--- config.mk ---
export PLATFORM = sky130hd
export DESIGN_NAME = rom16_reader_flat
export DESIGN_NICKNAME = d
export VERILOG_FILES = /design/src/rtl/rom16_reader_if.sv /design/src/rtl/rom16_reader.sv /design/src/flat_wrapper.sv
export SDC_FILE = /design/constraint.sdc
export NUM_CORES = 1
export LEC_CHECK = 0
export BUFFER_PORTS_ARGS = -buffer_cell sky130_fd_sc_hd__buf_2
export CELL_PAD_IN_SITES_DETAIL_PLACEMENT = 1
export CELL_PAD_IN_SITES_GLOBAL_PLACEMENT = 2
export CORE_MARGIN = 8
export CORE_UTILIZATION = 37
export DETAILED_ROUTE_END_ITERATION = 7
export PLACE_DENSITY = 0.83
export SETUP_SLACK_MARGIN = 0.05
export SYNTH_ARGS = -nofsm -noshare
export SYNTH_HDL_FRONTEND = slang
export SYNTH_SLANG_ARGS = --single-unit
--- constraint.sdc ---
create_clock -name i_clk -period 3.57 [get_ports i_clk]
set_input_delay 0.5355 -clock i_clk [delete_from_list [all_inputs] [get_ports i_clk]]
set_output_delay 0.5355 -clock i_clk [all_outputs]
set_load 0.01 [all_outputs]
--- src/rtl/rom16_reader_if.sv ---
// rom16_reader_if: request/result bus and ROM16 address/data pins of the reader
interface rom16_reader_if;
  logic        start;
  logic [3:0]  addr;
  logic [4:0]  len;
  logic        busy;
  logic [3:0]  ad;
  logic        di;
  logic [15:0] data;
  logic        valid;
  modport master (output start, addr, len, di, input busy, ad, data, valid);
  modport slave  (input start, addr, len, di, output busy, ad, data, valid);
endinterface

--- src/rtl/rom16_reader.sv ---
// rom16_reader: sweeps consecutive ROM16 addresses and assembles the bits into a word
// Optional ROM16_RDR_REGIN_EN registers DI and adds a FLUSH cycle for the last bit.
module rom16_reader #(
  parameter bit LSB_FIRST = 1'b1
) (
  input  logic           i_clk,
  input  logic           i_rst,
  rom16_reader_if.slave  bus
);
`ifdef ROM16_RDR_REGIN_EN
  typedef enum logic [1:0] {IDLE, READ, FLUSH} state_t;
`else
  typedef enum logic {IDLE, READ} state_t;
`endif
  state_t      r_state, w_state;
  logic [3:0]  r_ad, w_ad;
  logic [4:0]  r_cnt, w_cnt, r_len, w_len, w_req;
  logic [15:0] r_sr, w_sr, r_data, w_data, w_ins, w_mask;
  logic        r_valid, w_valid, r_busy, w_busy;
  logic        w_bit, w_smp, w_done;
  assign w_req  = bus.len > 5'd16 ? 5'd16 : bus.len;
  assign w_mask = 16'((32'd1 << r_len) - 32'd1);
  assign w_ins  = LSB_FIRST ? ((r_sr >> 1) | (16'(w_bit) << (r_len - 5'd1)))
                            : {r_sr[14:0], w_bit};
`ifdef ROM16_RDR_REGIN_EN
  logic r_di;
  always_ff @(posedge i_clk) r_di <= i_rst ? 1'b0 : bus.di;
  // first READ cycle sees stale r_di, so sampling lags address issue by one edge
  assign w_bit  = r_di;
  assign w_smp  = (r_state == READ && r_cnt != r_len) || r_state == FLUSH;
  assign w_done = r_state == FLUSH;
`else
  assign w_bit  = bus.di;
  assign w_smp  = r_state == READ;
  assign w_done = r_state == READ && r_cnt == 5'd1;
`endif
  always_comb begin
    w_state = r_state;
    w_ad    = r_ad;
    w_cnt   = r_cnt;
    w_len   = r_len;
    w_sr    = w_smp ? w_ins : r_sr;
    w_data  = r_data;
    w_valid = 1'b0;
    w_busy  = r_busy;
    if (r_state == IDLE && bus.start && w_req != 5'd0) begin
      w_state = READ;
      w_ad    = bus.addr;
      w_cnt   = w_req;
      w_len   = w_req;
      w_sr    = '0;
      w_busy  = 1'b1;
    end
    if (r_state == READ) begin
      w_ad  = r_ad + 4'd1;
      w_cnt = r_cnt - 5'd1;
    end
`ifdef ROM16_RDR_REGIN_EN
    if (r_state == READ && r_cnt == 5'd1) w_state = FLUSH;
`endif
    if (w_done) begin
      w_data  = w_ins & w_mask;
      w_valid = 1'b1;
      w_busy  = 1'b0;
      w_state = IDLE;
    end
  end
  always_ff @(posedge i_clk) begin
    if (i_rst) begin
      r_state <= IDLE;
      r_ad    <= '0;
      r_cnt   <= '0;
      r_len   <= '0;
      r_sr    <= '0;
      r_data  <= '0;
      r_valid <= 1'b0;
      r_busy  <= 1'b0;
    end else begin
      r_state <= w_state;
      r_ad    <= w_ad;
      r_cnt   <= w_cnt;
      r_len   <= w_len;
      r_sr    <= w_sr;
      r_data  <= w_data;
      r_valid <= w_valid;
      r_busy  <= w_busy;
    end
  end
  assign bus.ad    = r_ad;
  assign bus.data  = r_data;
  assign bus.valid = r_valid;
  assign bus.busy  = r_busy;
endmodule

--- src/flat_wrapper.sv ---
// flat-port wrapper written by rule: the top's interface ports become plain ports
module rom16_reader_flat 
#(
  parameter bit LSB_FIRST = 1'b1
)
  (i_clk, i_rst, bus_start, bus_addr, bus_len, bus_di, bus_busy, bus_ad, bus_data, bus_valid);
  rom16_reader_if bus_i ();
  input  logic i_clk;
  input  logic i_rst;
  input wire logic [$bits(bus_i.start)-1:0] bus_start;
  input wire logic [$bits(bus_i.addr)-1:0] bus_addr;
  input wire logic [$bits(bus_i.len)-1:0] bus_len;
  input wire logic [$bits(bus_i.di)-1:0] bus_di;
  output wire logic [$bits(bus_i.busy)-1:0] bus_busy;
  output wire logic [$bits(bus_i.ad)-1:0] bus_ad;
  output wire logic [$bits(bus_i.data)-1:0] bus_data;
  output wire logic [$bits(bus_i.valid)-1:0] bus_valid;
  assign bus_i.start = bus_start;
  assign bus_i.addr = bus_addr;
  assign bus_i.len = bus_len;
  assign bus_i.di = bus_di;
  assign bus_busy = bus_i.busy;
  assign bus_ad = bus_i.ad;
  assign bus_data = bus_i.data;
  assign bus_valid = bus_i.valid;
  rom16_reader #(.LSB_FIRST(LSB_FIRST)) u_core (.i_clk(i_clk), .i_rst(i_rst), .bus(bus_i));
endmodule
==> results of run 1 <==
[power groups by stage]
stage	Clock (mW)	Sequential [mW]	Combinational [mW]
CTS	0.488	0.573	0.229
global placement	0	0.584	0.223
finish	0.480	0.573	0.228
floorplan	0	0.576	0.174
detailed placement	0	0.584	0.227
global route	0.509	0.577	0.251
[state kept, by name, indices dropped and copies added, names as in the netlist]
signal	count
u_core.bus.data	16
u_core.r_sr	15
u_core.r_cnt	5
u_core.r_len	5
u_core.bus.ad	4
u_core.bus.valid	1
u_core.r_state	1
[through the flow]
stage	setup slack, ns	hold slack [ns]	cells	utilization [%]
detailed placement	1.04	0.441	398	40.6
global placement	1.08	0.433	398	40.6
global route	0.764	0.487	406	42.6
floorplan	1.48	0.450	303	-
finish	0.946	0.456	406	42.6
CTS	0.965	0.462	406	42.6
[layer usage]
layer  vias up  GRT usage [%]
met5         -              0
met4         0           4.25
met3         9           2.82
met2        40           23.3
met1      1135           21.3
li1       1137              -
[final cells by class]
type / count / share of cell area (%)
Timing Repair Buffer: 36 / 6.46
Tap cell: 80 / 3.49
Multi-Input combinational cell: 226 / 51.1
Clock buffer: 5 / 2.40
Clock inverter: 3 / 2.49
Sequential cell: 47 / 32.9
Inverter: 9 / 1.18
[worst min-delay path by stage]
stage,startpoint,endpoint,slack [ns],depth (start not counted)
after floorplan,u_core.r_sr[15],u_core.r_sr[15],0.45,2
after global placement,u_core.bus.data[15],u_core.bus.data[15],0.43,2
after detailed placement,u_core.bus.data[15],u_core.bus.data[15],0.44,2
after CTS,u_core.bus.data[10],u_core.bus.data[10],0.46,2
after global routing,u_core.bus.data[2],u_core.bus.data[2],0.49,2
final,u_core.bus.data[10],u_core.bus.data[10],0.46,2
[Yosys cell counts, drive strengths merged, types with 2 or more instances]
cell type / instances
dfxtp: 47
nand2: 35
a21oi: 34
nor2: 29
a211oi: 18
o31ai: 16
clkbuf: 13
o21ai: 11
ha: 9
inv: 9
nand3: 9
buf: 8
nor2b: 6
xnor2: 6
nor3: 5
a31oi: 4
nand2b: 4
nor4b: 4
or3: 4
nor3b: 3
a2111oi: 2
a311oi: 2
mux2: 2
mux2i: 2
o21bai: 2
o22ai: 2
xor2: 2
[kinds of logic (layout without fill, tap and decap cells)]
group,count (synthesis),count (layout),synth area share (%)
flops,47,47,37.1
xor+xnor,8,8,2.77
buf+inv,30,53,5.23
mux,4,4,1.68
fa+ha+maj,9,9,4.44
simple gates,106,106,21.5
compound gates,99,99,27.3
[worst max-delay path, cell delays in order, from the launching register on]
cell     delay, ns
dfxtp_1       0.50
inv_1         0.17
ha_1          0.33
nor3b_1       0.19
xor2_1        0.23
nor3_1        0.58
a21oi_1       0.28
o31ai_1       0.27
==> flow_summary.json, run 1 <==
{
  "status": "finished clean",
  "p_sw_uw": 364,
  "ys_ff_latch": 47,
  "layout_common_cells": "dfxtp_1, nand2_1, buf_2, a21oi_1, nor2_1",
  "cts_buffers": 5,
  "hold_path.class": "register to register",
  "wl_um": 7460,
  "netlist_area_sq_um": 2530,
  "crit_type": "register to register",
  "fill_cells": 834,
  "post-cts-setup-buffers": 0,
  "die_area_sq_um": 9750,
  "wirelength_met1_um": 3820,
  "yosysUniqueCellTypes": 48,
  "final_common_cell": "dfxtp_1",
  "r2r_start": "u_core.r_len[0]",
  "wire_per_inst_um": 18.4,
  "io_pins": 35,
  "grt_max_degree": 51,
  "p_total_mw": 1.28,
  "fin_area_sq_um": 2870,
  "drcViolationCount": 0,
  "netlist_instances": 303,
  "crit_required_ns": 3.79,
  "power_density_nw_per_um2": 447,
  "ant_nets": 0,
  "drive_gt1_share_pct": 19.9,
  "synth_largest_area_cell": "dfxtp_1",
  "die_h_um": 98.8,
  "power.internal_uw": 917,
  "start_util_pct": 37.7,
  "synth_top_area_share_pct": 37.1,
  "max-clock-path-buffers": 2,
  "crit_path_start": "u_core.r_len[0]",
  "seq_area_sq_um": 942,
  "setup_viol": 0,
  "firstDrtPassIters": 4,
  "r2r_cells": 7,
  "fmax_mhz": 381,
  "grt-ovfl-total": 0,
  "yosysSeqAreaShare_pct": 37.1,
  "finalSetupTns_ns": 0,
  "cts_hold_buf": 0,
  "synth_warnings": 0,
  "r2r_setup_slack_ns": 0.95,
  "hold_violations": 0,
  "cp_max_fo": 8,
  "synth_edf_count": 0,
  "p_seq_share_pct": 44.7,
  "wl_met3_um": 264,
  "combPwrFrac_pct": 17.8,
  "grt_pass1_vias": 2327,
  "drv_cap": 0,
  "synth_flop_cell": "dfxtp_1",
  "place_hpwl_um": 5390,
  "finalClockSkew_ns": 0.0142,
  "post_cts_resized": 0,
  "viasPerCell": 5.72,
  "die_x_um": 98.8,
  "via_count": 2321,
  "grt_pass1_wl_um": 12200,
  "core-area_sq_um": 6720,
  "vdd_drop_max_v": 0.000185,
  "syn-num-nets": 325,
  "postPlaceCellArea_sq_um": 2730,
  "cts_tree": "done",
  "worstMarginPinSlew_ns": 0.973,
  "rows": 30,
  "swShare_pct": 28.4,
  "gp_congestion": 0.802,
  "drt-initial-drc-count": 125,
  "area_growth_pct": 13.1,
  "syn_area_per_cell_sq_um": 8.36,
  "top_layer_used": "met4",
  "diodes": 0,
  "fin_crit_ns": 2.62,
  "route.met2.wl_um": 3270,
  "clockPowerShare_pct": 37.5,
  "drv_slew": 0,
  "cp-start-kind": "register",
  "nets": 347,
  "end_kind": "register",
  "synthArstFlopShare_pct": 0,
  "synth.area.top_cells": "dfxtp_1, a21oi_1, nand2_1",
  "port_buffers": 34,
  "r2r_end": "u_core.bus.data[8]",
  "clock_latency_ns": 0.31,
  "track_usage_pct": 15.3,
  "antenna_found_initial": 0,
  "numClockSinks": 47,
  "slew_headroom_pct": 35.1,
  "power.leakage_nw": 1.07,
  "finalCritPeriodShare_pct": 73.5,
  "cp-endpoint": "u_core.bus.data[8]",
  "rsz0062_at_grt": "no",
  "multi_input_area_sq_um": 1460,
  "clk_pin_slew_ns": 0.10,
  "htreeDepth": 2,
  "root_buffer": "clkbuf_8",
  "worstPathArrival_ns": 2.84
}
(Power assumes the default switching activity.)
==> run 2, diff against run 1 <==
CORE_UTILIZATION = 34   (was 37)
PLACE_DENSITY = 0.77   (was 0.83)
clock period = 2.7 ns   (was 3.57 ns; I/O delays follow)
==> run 2 against run 1 <==
Sequential cell count did not move. Sequential power increased by 31%. Count of clock-buffer cells in the layout up 2. Critical path type unchanged. Global-route usage about the same. Utilization shrank 2.5 points. Clock power is 4.6% lower. Largest cell class unchanged.
==> flow_summary.json, run 2 (synthesis gave the netlist of run 1 again) <==
{
  "via_count": 2326,
  "hold_violations": 0,
  "clk_pin_slew_ns": 0.09,
  "die_h_um": 102,
  "crit_required_ns": 2.87,
  "hold_path.class": "input port to register",
  "rows": 31,
  "slew_headroom_pct": 58.6,
  "worstMarginPinSlew_ns": 0.612,
  "die_x_um": 102,
  "drive_gt1_share_pct": 21.6,
  "fmax_mhz": 401,
  "numPlacedInstances": 425,
  "hold_ws_ns": 0.364,
  "cts_hold_buf": 0,
  "cts_tree": "done",
  "fill_cells": 911,
  "finalCritPeriodShare_pct": 92.3,
  "drcViolationCount": 0,
  "postLayoutCoreUtil_pct": 40.2,
  "power_density_nw_per_um2": 525,
  "rsz0062_at_grt": "yes",
  "area_growth_pct": 15.0,
  "status": "finished clean",
  "clockPowerShare_pct": 30.0,
  "io_pins": 35,
  "wire_per_inst_um": 17.3,
  "cp-start-kind": "register",
  "place_hpwl_um": 5640,
  "clock_latency_ns": 0.31,
  "root_buffer": "clkbuf_8",
  "setup_viol": 0,
  "crit_type": "register to register",
  "layout_setup_ws_ns": 0.209,
  "port_buffers": 34,
  "grt_max_degree": 51,
  "ant_nets": 0,
  "post-cts-setup-buffers": 0,
  "power.leakage_nw": 1.10,
  "max-clock-path-buffers": 2,
  "finalSetupTns_ns": 0,
  "power.internal_mw": 1.05,
  "largest_reg_flops": 16,
  "crit_path_start": "u_core.r_len[0]",
  "wl_um": 7510,
  "die_area_sq_um": 10500,
  "finalClockSkew_ns": 0.00994,
  "end_kind": "register",
  "drt-initial-drc-count": 122,
  "vdd_drop_max_v": 0.000221,
  "grt_pass1_vias": 2429,
  "r2r_start": "u_core.r_len[0]",
  "combPwrFrac_pct": 20.7,
  "instances_no_fill": 433,
  "drv_slew": 0,
  "antenna_found_initial": 0,
  "grt_pass1_wl_um": 12600,
  "cp_max_fo": 8,
  "fin_crit_ns": 2.49,
  "place_ws_ns": 0.223,
  "gp_congestion": 0.803,
  "layout_common_cells": "dfxtp_1, nand2_1, buf_2, a21oi_1, nor2_1",
  "cts_buffers": 5,
  "core-area_sq_um": 7250,
  "worstPathArrival_ns": 2.67,
  "drv_cap": 0,
  "start_util_pct": 34.9,
  "p_seq_share_pct": 49.3,
  "numClockSinks": 47,
  "track_usage_pct": 15.3,
  "htreeDepth": 2,
  "hp-start": "bus_addr[2]",
  "grt-ovfl-total": 0,
  "swShare_pct": 31.0,
  "diodes": 0,
  "p_sw_uw": 473,
  "final_common_cell": "dfxtp_1",
  "nets": 355,
  "firstDrtPassIters": 4,
  "viasPerCell": 5.37
}
-- run 2: per-stage QoR --
stage               cell area, sq um  power [mW]
global placement                2810        1.08
finish                          2910        1.53
CTS                             2900        1.54
detailed placement              2810        1.08
global route                    2910        1.61
floorplan                       2530       0.992
-- run 2: critical path, cell delays in order (launching register included) --
cell      delay, ns
dfxtp_1        0.40
inv_1          0.19
ha_1           0.32
nor3b_1        0.26
xor2_1         0.42
nor3_1         0.14
buf_4          0.17
a21oi_1        0.34
a211oi_1       0.13
-- run 2: path summary, 6_finish.rpt --
| path | cells after the start | end | slack [ns] |
|---|---|---|---|
| min | 3 | u_core.bus.ad[2] | 0.36 |
| min reg2reg | 2 | u_core.bus.data[10] | 0.46 |
| max reg2reg | 8 | u_core.r_sr[4] | 0.21 |
| max | 8 | u_core.r_sr[4] | 0.21 |
-- run 2: area by class of cell --
cell class	instances	area, sq um	share of cell area [%]
multi-input cells	226	1470	50.6
flip-flops and latches	47	942	32.3
repair buffers	44	245	8.42
well taps	99	124	4.25
clock buffers	7	86.3	2.96
inverters	9	33.8	1.16
clock inverters	1	8.76	0.301
-- run 2: repair_timing --
| item | in CTS | in global routing |
|---|---|---|
| endpoints found under the hold margin | 0 | 0 |
| resized for setup | 0 | 1 |
| endpoints found under the setup margin | 0 | 1 |
-- run 2: power by group through the flow --
stage | registers [mW] | logic [mW] | clock network (mW)
after floorplan | 0.761 | 0.230 | 0
after global placement | 0.769 | 0.310 | 0
after detailed placement | 0.769 | 0.315 | 0
after CTS | 0.753 | 0.317 | 0.465
after global routing | 0.758 | 0.355 | 0.497
final | 0.753 | 0.317 | 0.458
-- run 2: routing by layer --
metal / track usage [%] / vias up / wire length (um)
met4: 4.40 / 0 / 98
li1: - / 1154 / -
met5: 0 / - / 0
met1: 21.9 / 1121 / 3900
met3: 3.07 / 10 / 254
met2: 22.4 / 41 / 3260
